<file path="src/rtl/sobel_pkg.sv">
// Shared widths, pixel/word types and the gradient magnitude helper
// for the Sobel output buffer.
package sobel_pkg;

  localparam int PIX_W  = 8;
  localparam int WORD_W = 32;
  localparam int GRAD_W = 16;

  typedef logic [PIX_W-1:0]  pix_t;
  typedef logic [WORD_W-1:0] word_t;

  // |gx|+|gy| in GRAD_W+1 bits, saturated to 255.
  // Negation is done one bit wider so |-32768| is 32768.
  function automatic pix_t sat_mag(
    input logic [GRAD_W-1:0] gx,
    input logic [GRAD_W-1:0] gy
  );
    logic [GRAD_W:0] ax;
    logic [GRAD_W:0] ay;
    logic [GRAD_W:0] sum;
    ax = gx[GRAD_W-1] ? (~{1'b1, gx} + (GRAD_W+1)'(1))
                      : {1'b0, gx};
    ay = gy[GRAD_W-1] ? (~{1'b1, gy} + (GRAD_W+1)'(1))
                      : {1'b0, gy};
    sum = ax + ay;
    return (sum > (GRAD_W+1)'(255)) ? 8'hFF : sum[7:0];
  endfunction

endpackage

</file>
<file path="src/rtl/sync_fifo.sv">
// Synchronous first-word-fall-through FIFO, power-of-2 depth.
// Ports: i_wr_en/i_wr_data push, i_rd_en pop, o_rd_data head, o_full, o_empty.
module sync_fifo #(
  parameter int DEPTH = 8,
  parameter int WIDTH = 32
) (
  input  logic             clk,
  input  logic             rst,
  input  logic             i_wr_en,
  input  logic [WIDTH-1:0] i_wr_data,
  input  logic             i_rd_en,
  output logic [WIDTH-1:0] o_rd_data,
  output logic             o_full,
  output logic             o_empty
);

  localparam int AW = $clog2(DEPTH);

  logic [WIDTH-1:0] r_mem [DEPTH];
  logic [AW:0]      r_wp;
  logic [AW:0]      r_rp;
  logic             w_pop;
  logic             w_push;

  assign o_empty = (r_wp == r_rp);
  assign o_full  = (r_wp[AW] != r_rp[AW]) &&
                   (r_wp[AW-1:0] == r_rp[AW-1:0]);

  // A pop frees the head slot on the same edge, so a push when
  // full is accepted if a pop coincides.
  assign w_pop  = i_rd_en && !o_empty;
  assign w_push = i_wr_en && (!o_full || w_pop);

  assign o_rd_data = r_mem[r_rp[AW-1:0]];

  always_ff @(posedge clk) begin
    if (rst) begin
      r_wp <= '0;
      r_rp <= '0;
    end else begin
      if (w_push) r_wp <= r_wp + (AW+1)'(1);
      if (w_pop)  r_rp <= r_rp + (AW+1)'(1);
    end
  end

  always_ff @(posedge clk) begin
    if (w_push) r_mem[r_wp[AW-1:0]] <= i_wr_data;
  end

endmodule

</file>
<file path="src/rtl/sobel_out_buffer.sv">
// Sobel output buffer: magnitude, optional binarize (SOBEL_BINARIZE_EN),
// 4-pixel packing, FWFT FIFO, frame_done pulse and sticky overflow.
module sobel_out_buffer
  import sobel_pkg::*;
#(
  parameter int FIFO_DEPTH    = 8,
  parameter int PIX_PER_FRAME = 900,
  parameter int THRESH        = 128
) (
  input  logic              clk,
  input  logic              rst,
  input  logic              in_valid,
  input  logic [WORD_W-1:0] in_word,
  output logic              out_valid,
  input  logic              out_ready,
  output logic [WORD_W-1:0] out_data,
  output logic              frame_done,
  output logic              overflow
);

  localparam int CNT_W = $clog2(PIX_PER_FRAME + 1);

  pix_t             w_mag;
  pix_t             w_pix;
  logic             w_in_last;
  pix_t             r_pix;
  logic             r_pix_v;
  logic             r_pix_last;
  logic [CNT_W-1:0] r_pix_cnt;
  logic [1:0]       r_lane;
  word_t            r_pack;
  word_t            w_word;
  logic             w_wr;
  logic             w_pop;
  logic             w_full;
  logic             w_empty;
  logic [WORD_W:0]  w_head;
  logic             r_ovf;

  assign w_mag = sat_mag(in_word[31:16], in_word[15:0]);

`ifdef SOBEL_BINARIZE_EN
  assign w_pix = (w_mag >= pix_t'(THRESH)) ? 8'hFF : 8'h00;
`else
  assign w_pix = w_mag;
`endif

  assign w_in_last = (r_pix_cnt == CNT_W'(PIX_PER_FRAME - 1));

  always_ff @(posedge clk) begin
    if (rst) begin
      r_pix      <= '0;
      r_pix_v    <= 1'b0;
      r_pix_last <= 1'b0;
      r_pix_cnt  <= '0;
    end else begin
      r_pix_v <= in_valid;
      if (in_valid) begin
        r_pix      <= w_pix;
        r_pix_last <= w_in_last;
        r_pix_cnt  <= w_in_last ? '0 : r_pix_cnt + CNT_W'(1);
      end
    end
  end

  // The stage-1 pixel is merged combinationally, so a full word
  // (or a frame-end partial word) goes to the FIFO on the next edge.
  assign w_word = r_pack | (word_t'(r_pix) << {r_lane, 3'b000});
  assign w_wr   = r_pix_v && ((r_lane == 2'd3) || r_pix_last);

  always_ff @(posedge clk) begin
    if (rst) begin
      r_lane <= '0;
      r_pack <= '0;
    end else if (r_pix_v) begin
      if (w_wr) begin
        r_lane <= '0;
        r_pack <= '0;
      end else begin
        r_lane <= r_lane + 2'd1;
        r_pack <= w_word;
      end
    end
  end

  // Bit WORD_W marks the word holding the frame's last pixel.
  sync_fifo #(
    .DEPTH (FIFO_DEPTH),
    .WIDTH (WORD_W + 1)
  ) u_fifo (
    .clk       (clk),
    .rst       (rst),
    .i_wr_en   (w_wr),
    .i_wr_data ({r_pix_last, w_word}),
    .i_rd_en   (w_pop),
    .o_rd_data (w_head),
    .o_full    (w_full),
    .o_empty   (w_empty)
  );

  assign out_valid  = !w_empty && !rst;
  assign w_pop      = out_valid && out_ready;
  assign out_data   = out_valid ? w_head[WORD_W-1:0] : '0;
  assign frame_done = w_pop && w_head[WORD_W];

  always_ff @(posedge clk) begin
    if (rst) begin
      r_ovf <= 1'b0;
    end else if (w_wr && w_full && !w_pop) begin
      r_ovf <= 1'b1;
    end
  end

  assign overflow = r_ovf && !rst;

endmodule

</file>
<file path="config.mk">
export PLATFORM = sky130hd
export DESIGN_NAME = sobel_out_buffer
export DESIGN_NICKNAME = d
export VERILOG_FILES = /design/src/rtl/sobel_pkg.sv /design/src/rtl/sync_fifo.sv /design/src/rtl/sobel_out_buffer.sv
export SDC_FILE = /design/constraint.sdc
export NUM_CORES = 1
export LEC_CHECK = 0
export CORE_MARGIN = 2
export CORE_UTILIZATION = 50
export CTS_CLUSTER_SIZE = 12
export DETAILED_ROUTE_END_ITERATION = 10
export GPL_TIMING_DRIVEN = 0
export PLACE_DENSITY_LB_ADDON = 0.05
export SLEW_MARGIN = 10
export SYNTH_ARGS = -nofsm -noshare
export SYNTH_HDL_FRONTEND = slang
export SYNTH_HIERARCHICAL = 1
export SYNTH_SLANG_ARGS = --single-unit
</file>
<file path="constraint.sdc">
create_clock -name clk -period 4.95 [get_ports clk]
set_input_delay 0.7425 -clock clk [delete_from_list [all_inputs] [get_ports clk]]
set_output_delay 0.7425 -clock clk [all_outputs]
set_load 0.005 [all_outputs]
</file>
### Yosys cells after proc, flatten, opt, wreduce, memory -nomap -nowiden

Memories as Yosys holds them, arrays and structs flattened. A register that Yosys moved wholly into a read port is not among the register bits.
Index checks and enable logic that the tools add are counted.

| word-level totals | value |
|---|---|
| input port bits | 36 |
| output and inout bits | 35 |
| memories | 1 |
| bits in writable memories | 264 |
| word-level logic and storage cells | 54 |
| bits in registers | 63 |

| cells by class | value |
|---|---|
| bitwise gates (word level) | 3 |
| reductions and logical operators | 16 |
| shifts and indexed selects | 1 |
| mux-type cells | 11 |
| add/subtract/negate cells | 7 |
| equal/unequal tests | 5 |
| $lt $le $gt $ge | 1 |

Memories:

| memory | depth | bits a word | read ports | clocked after memory_dff | wr ports | RTL line | source |
|---|---|---|---|---|---|---|---|
| u_fifo.r_mem | 8 | 33 | 1 | 1 | 1 | sync_fifo.sv:19 | `logic [WIDTH-1:0] r_mem [DEPTH];` |

Operator list:

| operator | count |
|---|---|
| 2-to-1 mux 32 bit | 2 |
| adder 17 x 1 -> 17 bit (second input constant) | 2 |
| 2-to-1 mux 17 bit | 2 |
| inverter 17 bit | 2 |
| OR 32 bit | 1 |
| << shifter 8 x 5 -> 32 bit | 1 |
| adder 17 bit | 1 |
| greater-than comparator 17 x 8 -> 1 bit (second input constant) | 1 |
| adder 10 x 1 -> 10 bit (second input constant) | 1 |
| equality test 10 bit (second input constant) | 1 |
| logical AND 1 bit | 10 |
| 2-to-1 mux 10 bit | 1 |
| adder 4 x 1 -> 4 bit (second input constant) | 2 |
| 2-to-1 mux 8 bit | 1 |
| 2-to-1 mux 3 bit | 2 |
| equality test 4 bit | 1 |
| zero test 1 bit | 4 |
| equality test 3 bit | 1 |
| adder 2 x 1 -> 2 bit (second input constant) | 1 |
| equality test 2 bit (second input constant) | 1 |
| logical OR 1 bit | 2 |
| 2-to-1 mux 1 bit | 2 |
| 2-to-1 mux 2 bit | 1 |
| != test 1 bit | 1 |

### Longest topological paths before layout

| logic depth | value |
|---|---|
| word-level depth | 9 |
| gate-level depth with buffers | 15 |
| mapped depth without buffers | 15 |

### Hierarchy

Netlist, hierarchy kept.

Modules (own cells, without submodules):

| module | cells each | seq. area each (um2) | area each (um2) | instances |
|---|---|---|---|---|
| sync_fifo | 452 | 8147.8 | 10495.1 | 1 |
| sobel_out_buffer | 469 | 1101.1 | 3852.4 | 1 |

### Worst setup path before layout

Ideal clock, no wire load.

| timing | value |
|---|---|
| path kind | in2reg |
| from | in rst |
| to | mem u_fifo/r_mem[0][0] (netlist name), enable pin |
| setup slack | -0.087 ns |
| buffers on the path | 0 |
| stages on the path | 5 |
| data required time | 4.444 ns |
| setup time | 0.506 ns |
| arrival time | 4.531 ns |
| cells stage by stage | nor2_1 nand2_1 inv_1 o21ai_0 nor4_1 |

| between the ends | value |
|---|---|
| word-level cells in the longest chain between the ends | 8 |

RTL lines:

| item | RTL line | source |
|---|---|---|
| start: declaration | sobel_out_buffer.sv:11 | `input logic rst,` |
| zero test 1 bit | sobel_out_buffer.sv:101 | `assign out_valid = !w_empty && !rst;` |
| logical AND 1 bit | sobel_out_buffer.sv:101 |  |
| logical AND 1 bit | sobel_out_buffer.sv:102 | `assign w_pop = out_valid && out_ready;` |
| named net w_pop | sobel_out_buffer.sv:34 | `logic w_pop;` |
| logical AND 1 bit | sync_fifo.sv:31 | `assign w_pop = i_rd_en && !o_empty;` |
| logical OR 1 bit | sync_fifo.sv:32 | `assign w_push = i_wr_en && (!o_full \|\| w_pop);` |
| logical AND 1 bit | sync_fifo.sv:32 |  |
| 2-to-1 mux 1 bit | sync_fifo.sv:47 | `if (w_push) r_mem[r_wp[AW-1:0]] <= i_wr_data;` |
| 2-to-1 mux 1 bit (implied by the code) | sync_fifo.sv:47 |  |
| end: declaration | sync_fifo.sv:19 |  |

The timed path passes the listed nets, and every way through them passes these cells.

### Final worst setup path

| timing | value |
|---|---|
| from | in in_word[0] |
| to | reg r_pix[3] |

| between the ends | value |
|---|---|
| word-level cells in the longest chain between the ends | 6 |

RTL lines:

| item | RTL line | source |
|---|---|---|
| start: declaration | sobel_out_buffer.sv:13 | `input logic [WORD_W-1:0] in_word,` |
| inverter 17 bit | sobel_pkg.sv:23 | `ay = gy[GRAD_W-1] ? (~{1'b1, gy} + (GRAD_W+1)'(1))` |
| adder 17 x 1 -> 17 bit | sobel_pkg.sv:23 |  |
| 2-to-1 mux 17 bit * | sobel_pkg.sv:23 |  |
| adder 17 bit * | sobel_pkg.sv:25 | `sum = ax + ay;` |
| greater-than comparator 17 x 8 -> 1 bit | sobel_pkg.sv:26 | `return (sum > (GRAD_W+1)'(255)) ? 8'hFF : sum[7:0];` |
| 2-to-1 mux 8 bit * | sobel_pkg.sv:26 |  |
| end signal: assignment | sobel_out_buffer.sv:59 | `r_pix <= w_pix;` |
| end: declaration | sobel_out_buffer.sv:26 | `pix_t r_pix;` |

Every way passes the cells marked *; elsewhere a longest branch is shown, timed or not.
A chain may end at the register's enable or synchronous reset.

==> run summary <==
Pre-CTS setup slack - -0.178 ns
Finish-stage setup viols - 0
Root buffer cell - clkbuf_16
Ys async rst share - 0%
Worst Tran Pin Value - 0.889 ns
Max cap viols - 0
Sink Count - 330
Pwr dens - 344 nW/um^2
Skew-Pair Late Insertion Delay - 0.51 ns
# rows - 62
Clock edge transition at the registers on the reported setup and hold paths - 0.06 ns
Post-Layout Cell Count - 1459
Top-Level Pins - 71
Adder-Cell Fraction of Synth Area - 2.06%
Placer congestion estimate - 0.758
Fin nets - 1112
Filler cell count - 2235
Slowest-stage cell, CP - or4_4
Total Routed Length - 30.0 mm
Clk_skew - 0.0186 ns
Vias in the first global route - 8379
FF-to-FF setup slack - 1.20 ns
Area of the multi-input gates - 4890 sq um
Die Wd - 173 um
CTS Hold Bufs - 0
Post-layout util - 59.7%
Crit path max-delay family - simple AND/OR/NAND/NOR gates
Placed Cells - 1400
WP data arrival - 4.95 ns
CTS tree - built
Total GRT Usage - 20.5%
CORE AREA - 28500 sq um
WP buf/inv - 1
RSZ-0062 raised after global routing - false
Residual DRC - 0
Mapped Cells - 921
Post-synthesis register bit count - 330
Worst reg2reg endpoint - u_fifo/r_mem[3][8]$_DFFE_PP_
Post-CTS sizing - 0
Via count - 8154
Register area share after synthesis - 64.5%
Setup CP Type - primary input to flop
Worst setup path end - r_pix[3]$_SDFFE_PP0P_
CP Depth - 15
Commonest non-fill, non-tap cell in the layout - edfxtp_1
Post-synth EDFFs - 264
Critical Path Source - in_word[0]
Tmin final - 4.60 ns
Clock Path Buffers - 3
Initial Utilization - 50.4%
H-tree lvl count - 2
Syn. warnings - 6
Slew HR - 40.1%
Postcts setup bufs - 0
Final Hold Vio Count - 0
Routed vias/inst - 5.59
Seq. cell area - 9250 sq um
Initial antenna violation count - 0
Post-synthesis mux area share - 13.4%
Status - completed
Critical-path cell list - clkdlybuf4s50_1, nor3_1, nand2_1, or3_1, or4_1, o31ai_1, xnor2_1, ha_1, nand3_1, and4_1, nand3_1, nor3b_1, or4_4, nor4_4, a31oi_1
Tcrit/Tclk final - 93.0%
Commonest cells after routing, fill and taps aside - 264 x edfxtp_1, 69 x clkdlybuf4s50_1, 66 x dfxtp_1, 66 x mux4_2, 63 x nor2_1
Leakage power total - 5.78 nW
Setup slack after layout - 0.348 ns
Crit path max fanout - 8
Port Buffers - 69
Startpoint Class - primary input
Largest net degree at the start of global routing - 20
Die Y - 173 um
Syn_nets - 980
Setup TNS - 0 ns
1st-pass router iterations - 5
WHS - 0.472 ns
Synth Area in XOR/XNOR - 3.05%
Worst Hold Class - flop to flop
Num CTS Buffers - 35
Synth Area per Inst - 15.6 sq um
Overflow after GRT - 0
Detail Route Antenna Nets - 0
DR WL/cell - 20.5 um
Slew Viols, Final - 0
Die footprint - 30100 sq um
Crit path required time - 5.30 ns
Primary FF master, synth - edfxtp_1
Peak Freq - 217 MHz
Worst R2R Start - u_fifo/r_wp[1]$_SDFFE_PP0P_
First-pass GRT wire length - 47.5 mm
Synth Area in Simple Gates - 9.10%
Synth cell types - 62
R2r worst-path depth - 14
Initial DRC Count - 604
Share of post-route cells with drive strength above 1 - 19.3%
IR drop worst, VDD - 0.227 mV
Main combinational cell family by area after synthesis - multiplexers
Compound-Gate Fraction of Synth Area - 6.06%
Crit. End Element - flop
Post-Syn Area - 14300 sq um
P&R area growth vs syn - 18.4%
Final HPWL DP - 20.3 mm
Antenna cells - 0
Max incr delay on CP - 0.54 ns
Top cell by count, worst path - nand3_1
report_power, final:
group	switching, W	total, W	internal, W
combinational	0.000240	0.000410	0.000170
sequential	0.0000190	0.00302	0.00300
clock	0.000985	0.00242	0.00143
cells in the mapped netlist, drive strengths merged (4+ instances only):
library cell	instances	share of area, %
nor4	4	0.28
ha	22	1.9
mux4	66	10
xnor2	36	2.2
a31oi	10	0.44
edfxtp	264	55
nand4	6	0.26
a21o	34	1.8
nor2b	7	0.31
nand2b	8	0.35
dfxtp	66	9.2
nand3	11	0.42
or3	10	0.44
xor2	14	0.85
mux2	35	2.7
nor3b	36	1.9
a211oi	4	0.21
mux2i	4	0.28
inv	16	0.42
o31ai	8	0.42
nor2	66	1.7
buf	15	0.72
o21bai	8	0.42
clkbuf	28	0.73
a21oi	16	0.64
and2	33	1.4
nand2	29	0.76
o21ai	18	0.63
nor3	8	0.28
worst min-delay path: cells and delay by family, from the launching register on:
kind,cells,cell delay (ns)
AO/OA/AOI/OAI,1,0.04
flip-flops,1,0.32
AND/OR/NAND/NOR,1,0.08
area by class of cell:
type / count / share of cell area [%]
clock inverters: 8 / 0.457
plain buffers: 43 / 1.23
clock buffers: 51 / 5.81
repair buffers: 95 / 6.10
well taps: 384 / 2.83
inverters: 16 / 0.353
multi-input cells: 532 / 28.8
flip-flops and latches: 330 / 54.4
worst min path at each step:
stage	start	end	slack [ns]	depth (start not counted)
4_1_cts	r_ovf$_SDFFE_PP0P_	r_ovf$_SDFFE_PP0P_	0.47	2
2_1_floorplan	r_ovf$_SDFFE_PP0P_	r_ovf$_SDFFE_PP0P_	0.43	2
5_1_grt	r_pack[10]$_SDFFE_PP0P_	r_pack[10]$_SDFFE_PP0P_	0.50	2
6_report	r_ovf$_SDFFE_PP0P_	r_ovf$_SDFFE_PP0P_	0.47	2
3_3_place_gp	r_ovf$_SDFFE_PP0P_	r_ovf$_SDFFE_PP0P_	0.45	2
3_5_place_dp	r_ovf$_SDFFE_PP0P_	r_ovf$_SDFFE_PP0P_	0.46	2
stage by stage:
stage / cell area (sq um) / total power (W)
finish: 17000 / 0.00585
global route: 17000 / 0.00608
CTS: 17000 / 0.00592
detailed placement: 15900 / 0.00349
global placement: 15500 / 0.00348
floorplan: 14400 / 0.00336
cell families (layout without fill, tap and decap cells):
family          Yosys count  after routing
compound gates          119            119
xor+xnor                 50             50
fa+ha+maj                23             23
buf+inv                  59            213
flops                   330            330
mux                     105            105
simple gates            235            235
metal layers:
layer  up-vias  routed length, um  global-route usage (%)
li1       3826                  -                       -
met1      4151              14100                    29.2
met2       141              14400                    33.7
met3        36               1060                    3.11
met4         0                467                    4.73
met5         -                  0                       0
state kept, by name, indices dropped and copies added, names as in the netlist, named ones only:
| register | flops |
|---|---|
| r_lane | 2 |
| r_pix_last | 1 |
| u_fifo/r_rp | 4 |
| r_pix_cnt | 10 |
| r_pix_v | 1 |
| u_fifo/r_wp | 4 |
| r_pix | 8 |
| r_pack | 32 |
| r_ovf | 1 |
| u_fifo/r_mem | 264 |
No activity file was read; power rests on OpenSTA's default activity.
